<file path="src/rtl/cpu_mem_pkg.sv">
// Memory-op codes, bus FSM state encoding and op classification helpers
// shared by the memory bus controller and its lane-alignment logic.
package cpu_mem_pkg;

    typedef enum logic [3:0] {
        OP_NOP = 4'd0,
        OP_LB  = 4'd1,
        OP_LBU = 4'd2,
        OP_LH  = 4'd3,
        OP_LHU = 4'd4,
        OP_LW  = 4'd5,
        OP_SB  = 4'd6,
        OP_SH  = 4'd7,
        OP_SW  = 4'd8
    } mem_op_e;

    typedef enum logic [1:0] {
        ST_IDLE   = 2'd0,
        ST_ACCESS = 2'd1,
        ST_DONE   = 2'd2
    } bus_state_e;

    function automatic logic is_load(input mem_op_e op);
        return (op == OP_LB) || (op == OP_LBU) || (op == OP_LH) ||
               (op == OP_LHU) || (op == OP_LW);
    endfunction

    function automatic logic is_misaligned(input mem_op_e op, input logic [1:0] addr_lo);
        case (op)
            OP_LH, OP_LHU, OP_SH: return addr_lo[0];
            OP_LW, OP_SW:         return addr_lo != 2'b00;
            default:              return 1'b0;
        endcase
    endfunction

endpackage

</file>
<file path="src/rtl/mem_lane_align.sv">
// Combinational byte-lane logic: store byte enables and lane replication,
// plus load lane selection with sign/zero extension.
module mem_lane_align
    import cpu_mem_pkg::*;
(
    input  mem_op_e     st_op,
    input  logic [1:0]  st_addr,
    input  logic [31:0] st_data,
    output logic [3:0]  st_be,
    output logic [31:0] st_wdata,
    input  mem_op_e     ld_op,
    input  logic [1:0]  ld_addr,
    input  logic [31:0] ld_raw,
    output logic [31:0] ld_data
);

    logic [7:0]  ld_byte;
    logic [15:0] ld_half;

    always_comb begin
        st_be    = 4'b0000;
        st_wdata = st_data;
        case (st_op)
            OP_SB: begin
                st_be    = 4'b0001 << st_addr;
                st_wdata = {4{st_data[7:0]}};
            end
            OP_SH: begin
                st_be    = st_addr[1] ? 4'b1100 : 4'b0011;
                st_wdata = {2{st_data[15:0]}};
            end
            // loads read every lane; the selected lane is extracted later
            OP_SW, OP_LB, OP_LBU, OP_LH, OP_LHU, OP_LW: st_be = 4'b1111;
            default: st_be = 4'b0000;
        endcase
    end

    always_comb begin
        ld_byte = ld_raw[{ld_addr, 3'b000} +: 8];
        ld_half = ld_addr[1] ? ld_raw[31:16] : ld_raw[15:0];
        case (ld_op)
            OP_LB:   ld_data = {{24{ld_byte[7]}}, ld_byte};
            OP_LBU:  ld_data = {24'h000000, ld_byte};
            OP_LH:   ld_data = {{16{ld_half[15]}}, ld_half};
            OP_LHU:  ld_data = {16'h0000, ld_half};
            default: ld_data = ld_raw;
        endcase
    end

endmodule

</file>
<file path="src/rtl/mem_bus_ctrl.sv">
// MEM-stage to asynchronous SRAM bus controller with pipeline hold.
// Optional alignment checking is enabled by defining MEM_ALIGN_CHECK_EN.
//
// state     | meaning
// ST_IDLE   | waiting for a legal non-NOP op; accepts it this cycle
// ST_ACCESS | SRAM strobes active for WAIT_CYCLES cycles
// ST_DONE   | strobes released, result valid, pipeline allowed to advance
module mem_bus_ctrl
    import cpu_mem_pkg::*;
#(
    parameter int WAIT_CYCLES = 2,
    parameter int SRAM_AW     = 20
) (
    input  logic               clk,
    input  logic               rst,
    input  logic [3:0]         memOp_i,
    input  logic [31:0]        virtualAddr_i,
    input  logic [31:0]        storeData_i,
    output logic [31:0]        loadData_o,
    output logic               pauseRequest_o,
    output logic               misalign_o,
    output logic [SRAM_AW-1:0] sram_addr_o,
    output logic [31:0]        sram_data_o,
    input  logic [31:0]        sram_data_i,
    output logic [3:0]         sram_be_n_o,
    output logic               sram_ce_n_o,
    output logic               sram_oe_n_o,
    output logic               sram_we_n_o
);

    localparam logic [3:0] CNT_LAST = 4'(WAIT_CYCLES - 1);

    bus_state_e  state;
    logic [3:0]  cnt;
    mem_op_e     op_q;
    logic [1:0]  addr_lo_q;
    mem_op_e     op_in;
    logic        req;
    logic        bad_align;
    logic        accept;
    logic [3:0]  st_be;
    logic [31:0] st_wdata;
    logic [31:0] ld_data;
    logic        unused_addr_hi;

    assign op_in          = mem_op_e'(memOp_i);
    assign req            = (op_in != OP_NOP);
    assign unused_addr_hi = ^virtualAddr_i[31:SRAM_AW+2];

`ifdef MEM_ALIGN_CHECK_EN
    assign bad_align = is_misaligned(op_in, virtualAddr_i[1:0]);
`else
    assign bad_align = 1'b0;
`endif

    assign accept         = rst && (state == ST_IDLE) && req && !bad_align;
    assign pauseRequest_o = accept || (state == ST_ACCESS);
    assign misalign_o     = rst && (state == ST_IDLE) && req && bad_align;

    mem_lane_align u_lane (
        .st_op    (op_in),
        .st_addr  (virtualAddr_i[1:0]),
        .st_data  (storeData_i),
        .st_be    (st_be),
        .st_wdata (st_wdata),
        .ld_op    (op_q),
        .ld_addr  (addr_lo_q),
        .ld_raw   (sram_data_i),
        .ld_data  (ld_data)
    );

    always_ff @(posedge clk or negedge rst) begin
        if (!rst) begin
            state       <= ST_IDLE;
            cnt         <= 4'd0;
            op_q        <= OP_NOP;
            addr_lo_q   <= 2'b00;
            loadData_o  <= 32'h0;
            sram_addr_o <= '0;
            sram_data_o <= 32'h0;
            sram_be_n_o <= 4'hF;
            sram_ce_n_o <= 1'b1;
            sram_oe_n_o <= 1'b1;
            sram_we_n_o <= 1'b1;
        end else begin
            case (state)
                ST_IDLE: begin
                    if (accept) begin
                        op_q        <= op_in;
                        addr_lo_q   <= virtualAddr_i[1:0];
                        sram_addr_o <= virtualAddr_i[SRAM_AW+1:2];
                        sram_data_o <= st_wdata;
                        sram_be_n_o <= ~st_be;
                        cnt         <= 4'd0;
                        sram_ce_n_o <= 1'b0;
                        if (is_load(op_in)) sram_oe_n_o <= 1'b0;
                        else                sram_we_n_o <= 1'b0;
                        state       <= ST_ACCESS;
                    end
                end
                ST_ACCESS: begin
                    cnt <= cnt + 4'd1;
                    if (cnt == CNT_LAST) begin
                        if (is_load(op_q)) loadData_o <= ld_data;
                        sram_ce_n_o <= 1'b1;
                        sram_oe_n_o <= 1'b1;
                        sram_we_n_o <= 1'b1;
                        state       <= ST_DONE;
                    end
                end
                ST_DONE: state <= ST_IDLE;
                default: state <= ST_IDLE;
            endcase
        end
    end

endmodule

</file>
<file path="config.mk">
export PLATFORM = sky130hd
export DESIGN_NAME = mem_bus_ctrl
export DESIGN_NICKNAME = d
export VERILOG_FILES = /design/src/rtl/cpu_mem_pkg.sv /design/src/rtl/mem_lane_align.sv /design/src/rtl/mem_bus_ctrl.sv
export SDC_FILE = /design/constraint.sdc
export NUM_CORES = 1
export LEC_CHECK = 0
export BUFFER_PORTS_ARGS = -buffer_cell sky130_fd_sc_hd__buf_2
export CAP_MARGIN = 20
export CORE_MARGIN = 2
export CORE_UTILIZATION = 50
export DETAILED_ROUTE_END_ITERATION = 10
export PLACE_DENSITY = 0.86
export RECOVER_POWER = 25
export SLEW_MARGIN = 20
export SYNTH_ARGS = -nofsm -noshare
export SYNTH_HDL_FRONTEND = slang
export SYNTH_HIERARCHICAL = 1
export SYNTH_SLANG_ARGS = --single-unit
</file>
<file path="constraint.sdc">
create_clock -name clk -period 2.4 [get_ports clk]
set_clock_uncertainty 0.05 [all_clocks]
set_input_delay 0.48 -clock clk [delete_from_list [all_inputs] [get_ports clk]]
set_output_delay 0.48 -clock clk [all_outputs]
set_load 0.005 [all_outputs]
</file>
## Word level (Yosys, flattened, before mapping)

Cells that the tools add are included.

- Logic and storage cells: 75
- Register bits: 103
- Output and inout port bits: 93

- Multiplexer cells: 19
- Bitwise operators: 1
- Shift operators: 2
- Reduce and logical (&&, ||, !) cells: 22
- $add $sub $neg: 1
- Equality and inequality tests: 19

Operators with widths:

| kind | count |
|---|---|
| $pmux W32 S4 | 1 |
| $pmux W32 S2 | 1 |
| $shiftx A32 B6 Y8 | 1 |
| $eq A4 B3 Y1 const B | 6 |
| $eq A4 B2 Y1 const B | 4 |
| $mux W16 | 1 |
| $eq A4 B1 Y1 const B | 3 |
| $pmux W4 S3 | 1 |
| $logic_or A1 B1 Y1 | 9 |
| $mux W4 | 2 |
| $pmux W4 S2 | 1 |
| $reduce_and A4 Y1 | 2 |
| $mux W1 | 6 |
| $pmux W1 S2 | 3 |
| $reduce_and A2 Y1 | 3 |
| $reduce_and A3 Y1 | 2 |
| $reduce_or A6 Y1 | 1 |
| $add A4 B1 Y4 const B | 1 |
| $eq A4 B4 Y1 const B | 1 |
| $mux W2 | 2 |
| $ne A2 B1 Y1 const B | 2 |
| $ne A2 B2 Y1 const B | 2 |
| $not A4 Y4 | 1 |
| $pmux W2 S2 | 1 |
| other kinds (6) | 7 |

## Longest topological paths before layout

- Word-level depth: 8
- Mapped depth: 8

## Hierarchy

Netlist, hierarchy kept.

By module, submodules not included:

| module | instances | area each (µm²) | cells an instance |
|---|---|---|---|
| mem_bus_ctrl | 1 | 4106.4 | 245 |
| mem_lane_align | 1 | 1233.7 | 162 |

## Least setup slack after synthesis

Ideal clock, no wire load.

- Path kind: register -> register
- From: reg op_q[1]
- To: reg loadData_o[15]
- Path slack: 0.371 ns
- Arrival time: 1.854 ns
- Stages on the path, launching flop included: 8
- Path buffers: 3
- Data required time: 2.225 ns
- Cell sequence: dfrtp_1 -> buf_6 -> o21a_1 -> or3_1 -> buf_2 -> buf_6 -> a211o_1 -> mux2_4

- Elaborated cells between the ends (all ways): 11
- Those cells by class: 5 x eq/ne; 1 x mux; 5 x reduce/logical

RTL lines:

| element | RTL line | RTL |
|---|---|---|
| start, declared | mem_bus_ctrl.sv:35 | `mem_op_e op_q;` |
| start signal, assigned | mem_bus_ctrl.sv:89 | `op_q <= op_in;` |
| $eq A4 B3 Y1 (tied with other cells) | mem_lane_align.sv:41 | `case (ld_op)` |
| $pmux W32 S4 (*) | mem_lane_align.sv:41 |  |
| via ld_data[15] | mem_bus_ctrl.sv:43 | `logic [31:0] ld_data;` |
| end signal, assigned | mem_bus_ctrl.sv:104 | `if (is_load(op_q)) loadData_o <= ld_data;` |
| end, declared | mem_bus_ctrl.sv:19 | `output logic [31:0] loadData_o,` |

The timed path passes the listed nets; every way through them passes the cells marked *.
A chain may end at the register's enable or synchronous reset.

## Worst setup path in the final report

- From: reg cnt[1]
- To: reg loadData_o[9]

- Longest elaborated chain between the ends: 2

Ends and longest elaborated chain:

| element | RTL line | RTL |
|---|---|---|
| start, declared | mem_bus_ctrl.sv:34 | `logic [3:0] cnt;` |
| start signal, assigned | mem_bus_ctrl.sv:102 | `cnt <= cnt + 4'd1;` |
| $eq A4 B1 Y1 | mem_bus_ctrl.sv:103 | `if (cnt == CNT_LAST) begin` |
| $reduce_and A3 Y1 (no line) | n/a |  |

Every way passes these cells.

==> out/results.tsv <==
stage	metric	value	unit
run_status	outcome	completed	
place	HPWL Detailed	9700	um
synthesis	synth warn	6	
final_layout	most common cell after layout, fill and taps aside	buf_2	
sta	max-slew violation count	0	
global_route	vias in the first global route	4173	
synthesis	flops & latches, synth	103	
clock_network	CTS sink count	103	
setup_path	CP Cell Sequence	inv_1, ha_1, nor3b_2, and2_1, o311ai_4, buf_12, mux2_4	
power_and_ir_drop	Reg power frac	0.394	
synthesis	number of synthesized flops with an enable pin	0	
global_route	GRT Overall Usage	0.228	
routing	WL met3	1140	um
setup_path	crit-path max FO	25	
routing	DR iter-0 viols	251	
setup_path	Buf/Inv on CP	2	
place	gp weighted congestion	0.845	
sta	unrepaired setup endpoints after global routing	false	
setup_path	Worst Path Arrival	2.39	ns
routing	via count	4016	
setup_path	slowest stage delay, CP	0.42	ns
sta	fmax	0.459	GHz
clock_network	H-tree depth	3	
synthesis	Synth cell types	46	
synthesis	Synth Flop Type	dfrtp_1	
die	Die Y-Extent	107	um
routing	Top Metal Used	met4	
place	count of buffers from port buffering	183	
power_and_ir_drop	internal power	5.21	mW
place	pre-CTS WS	0.248	ns
final_layout	Fillers	823	
sta	Worst Setup Slack, final	0.220	ns
sta	Hold Worst Slack	0.284	ns
die	area of the core	0.0104	mm2
global_route	largest net degree at the start of global routing	54	
die	chip width	107	um
synthesis	Synth Instances	407	
power_and_ir_drop	Comb pwr share	0.479	
routing	Final ANT Viol Nets	0	
global_route	initial antenna violation count	0	
setup_path	Critical Path RT	2.61	ns
die	Initial Util	0.515	
clock_network	Post-CTS Setup Bufs	0	
clock_network	post-cts sizing count	0	
sta	final setup TNS	0	ns
sta	Final Hold Vio Count	0	
power_and_ir_drop	Tot Pwr	8.13	mW
routing	met2 routed WL	6520	um
synthesis	Avg Cell Area, Syn	13.1	um2
power_and_ir_drop	Net Sw Frac	0.360	
synthesis	Synth Area in XOR/XNOR	0.00328	
global_route	first-pass GRT wire length	20600	um
synthesis	asr flop ratio synth	1.00	
clock_network	clock root buffer master	clkbuf_8	
sta	Final period util	0.908	
routing	DRC	0	
setup_path	crit start category	flop	
power_and_ir_drop	Lkg Pwr	3.26	nW
setup_path	CP Class	flop to flop	
synthesis	register area share after synthesis	0.484	
final_layout	register area	0.00259	mm2
sta	Worst slew margin	0.157	
global_route	global route overflow	0	
clock_network	TritonCTS clock tree	done	
routing	Via density	5.56	
synthesis	simple-gate share of the synthesized area	0.0569	
final_layout	commonest non-fill, non-tap cells in the layout	buf_2 (172), dfrtp_1 (96), mux2_2 (78), mux2_4 (30), o21ai_0 (26)	
power_and_ir_drop	Max VDD drop	0.610	mV
clock_network	CTS Buffer Depth	2	
synthesis	post-synthesis compound-gate area fraction	0.103	
routing	M1 wire length	5180	um
clock_network	hold buffer count at CTS	0	
final_layout	Nets	685	
synthesis	Adder-Cell Fraction of Synth Area	0.00469	
synthesis	Synth Cell Area	0.00534	mm2
clock_network	Clk Latency, worst-skew pair	0.37	ns
setup_path	CP Capture Type	flop	
final_layout	diode count	0	
routing	Avg WL per Cell	18.2	um
sta	min Tclk post-route	2.18	ns
synthesis	largest family of logic cells by synthesized area	multiplexers	
sta	Final setup viols	0	
worst_hold_path	type of the tightest min-delay check	input port to flop	
setup_path	crit-path leading delay family	simple AND/OR/NAND/NOR gates	
final_layout	footprint of the multi-input gates	0.00247	mm2
run	maxcap violations	0	
clock_network	total CTS buffers	9	
power_and_ir_drop	P_sw	2.92	mW
setup_path	CP max stage cell	dfrtp_1	
routing	1st-pass router iterations	4	
die	io pins	195	
die	Std-Cell Rows	37	
final_layout	share of layout cells above drive strength 1	0.558	
synthesis	post-synthesis mux area share	0.294	
sta	Tightest Pin Transition	1.26	ns
power_and_ir_drop	power share of the clock group	0.127	
synthesis	Post-Syn Nets	511	
clock_network	Clock transition at path regs	0.11	ns
power_and_ir_drop	PD cells	1260	mW/mm2
die	die footprint	0.0115	mm2
final_layout	Synth-to-Final Area Change	20.9	%
routing	Post-Route WL	13200	um
## worst register-to-register path, cell delays in order (launching register included)
cell	delay [ns]
dfrtp_1	0.42
inv_1	0.07
ha_1	0.12
nor3b_2	0.19
and2_1	0.33
o311ai_4	0.29
buf_12	0.27
mux2_4	0.32
## path summary, 6_finish.rpt
kind / start / to / slack [ns] / depth (start not counted)
max: cnt[1] / loadData_o[9] / 0.22 / 7
min: virtualAddr_i[3] / sram_addr_o[1] / 0.28 / 2
max reg2reg: cnt[1] / loadData_o[9] / 0.22 / 7
min reg2reg: sram_data_o[18] / sram_data_o[18] / 0.45 / 1
max in group asynchronous: rst / loadData_o[18] / 0.48 / 3
min in group asynchronous: rst / sram_data_o[30] / 0.48 / 2
## layout make-up
class                      count  share of cell area
clock buffer                   9              0.0192
clock inverter                 7             0.00853
inverter                       5             0.00291
multi-input combinational    266               0.382
sequential                   103               0.401
tap                          136              0.0264
timing repair buffer         196               0.160
## per-stage QoR
stage | area (um2) | util | instances
after global placement | 6300 | 0.607 | 706
after global routing | 6460 | 0.623 | 722
after detailed placement | 6300 | 0.607 | 706
after floorplan | 5340 | - | 407
after CTS | 6470 | 0.624 | 722
final | 6460 | 0.623 | 722
## power groups by stage
stage                     sequential (mW)  clock, mW  combinational (mW)
after floorplan                      3.23          0                2.50
after global placement               3.15          0                3.77
after detailed placement             3.24          0                3.91
after CTS                            3.20       1.06                3.93
after global routing                 3.32       1.13                4.21
final                                3.20       1.03                3.89
## routing by layer
metal	vias to the layer above	track usage
li1	1815	-
met1	1966	0.272
met2	200	0.394
met3	35	0.0636
met4	0	0.0852
met5	-	0
## synthesized netlist by cell type (7+ instances only)
cell	instances	area, um2
buf_6	13	146
a21o_1	18	135
nor2b_1	7	43.8
a211o_1	9	78.8
dfstp_2	7	184
mux2_4	30	450
mux2_2	78	878
mux2i_1	16	160
buf_4	11	82.6
a32oi_1	7	61.3
a21oi_1	7	35.0
nand2_1	18	67.6
o21ai_0	26	130
nor2_1	7	26.3
dfrtp_1	96	2400
## flip-flops by register name (all words and copies together) (netlist names)
| signal | flops |
|---|---|
| sram_oe_n_o | 1 |
| op_q | 4 |
| sram_addr_o | 20 |
| sram_data_o | 32 |
| sram_ce_n_o | 1 |
| sram_we_n_o | 1 |
| state | 2 |
| addr_lo_q | 2 |
| loadData_o | 32 |
| cnt | 4 |
| sram_be_n_o | 4 |
## logic make-up after synthesis
logic type	Yosys count
buffers and inverters	38
AND/OR/NAND/NOR	55
XOR/XNOR	2
flip-flops	103
other	1
AO/OA/AOI/OAI	76
adder cells (fa/ha/maj)	2
multiplexers	130
Note: power is estimated with default switching activity, not from simulation.
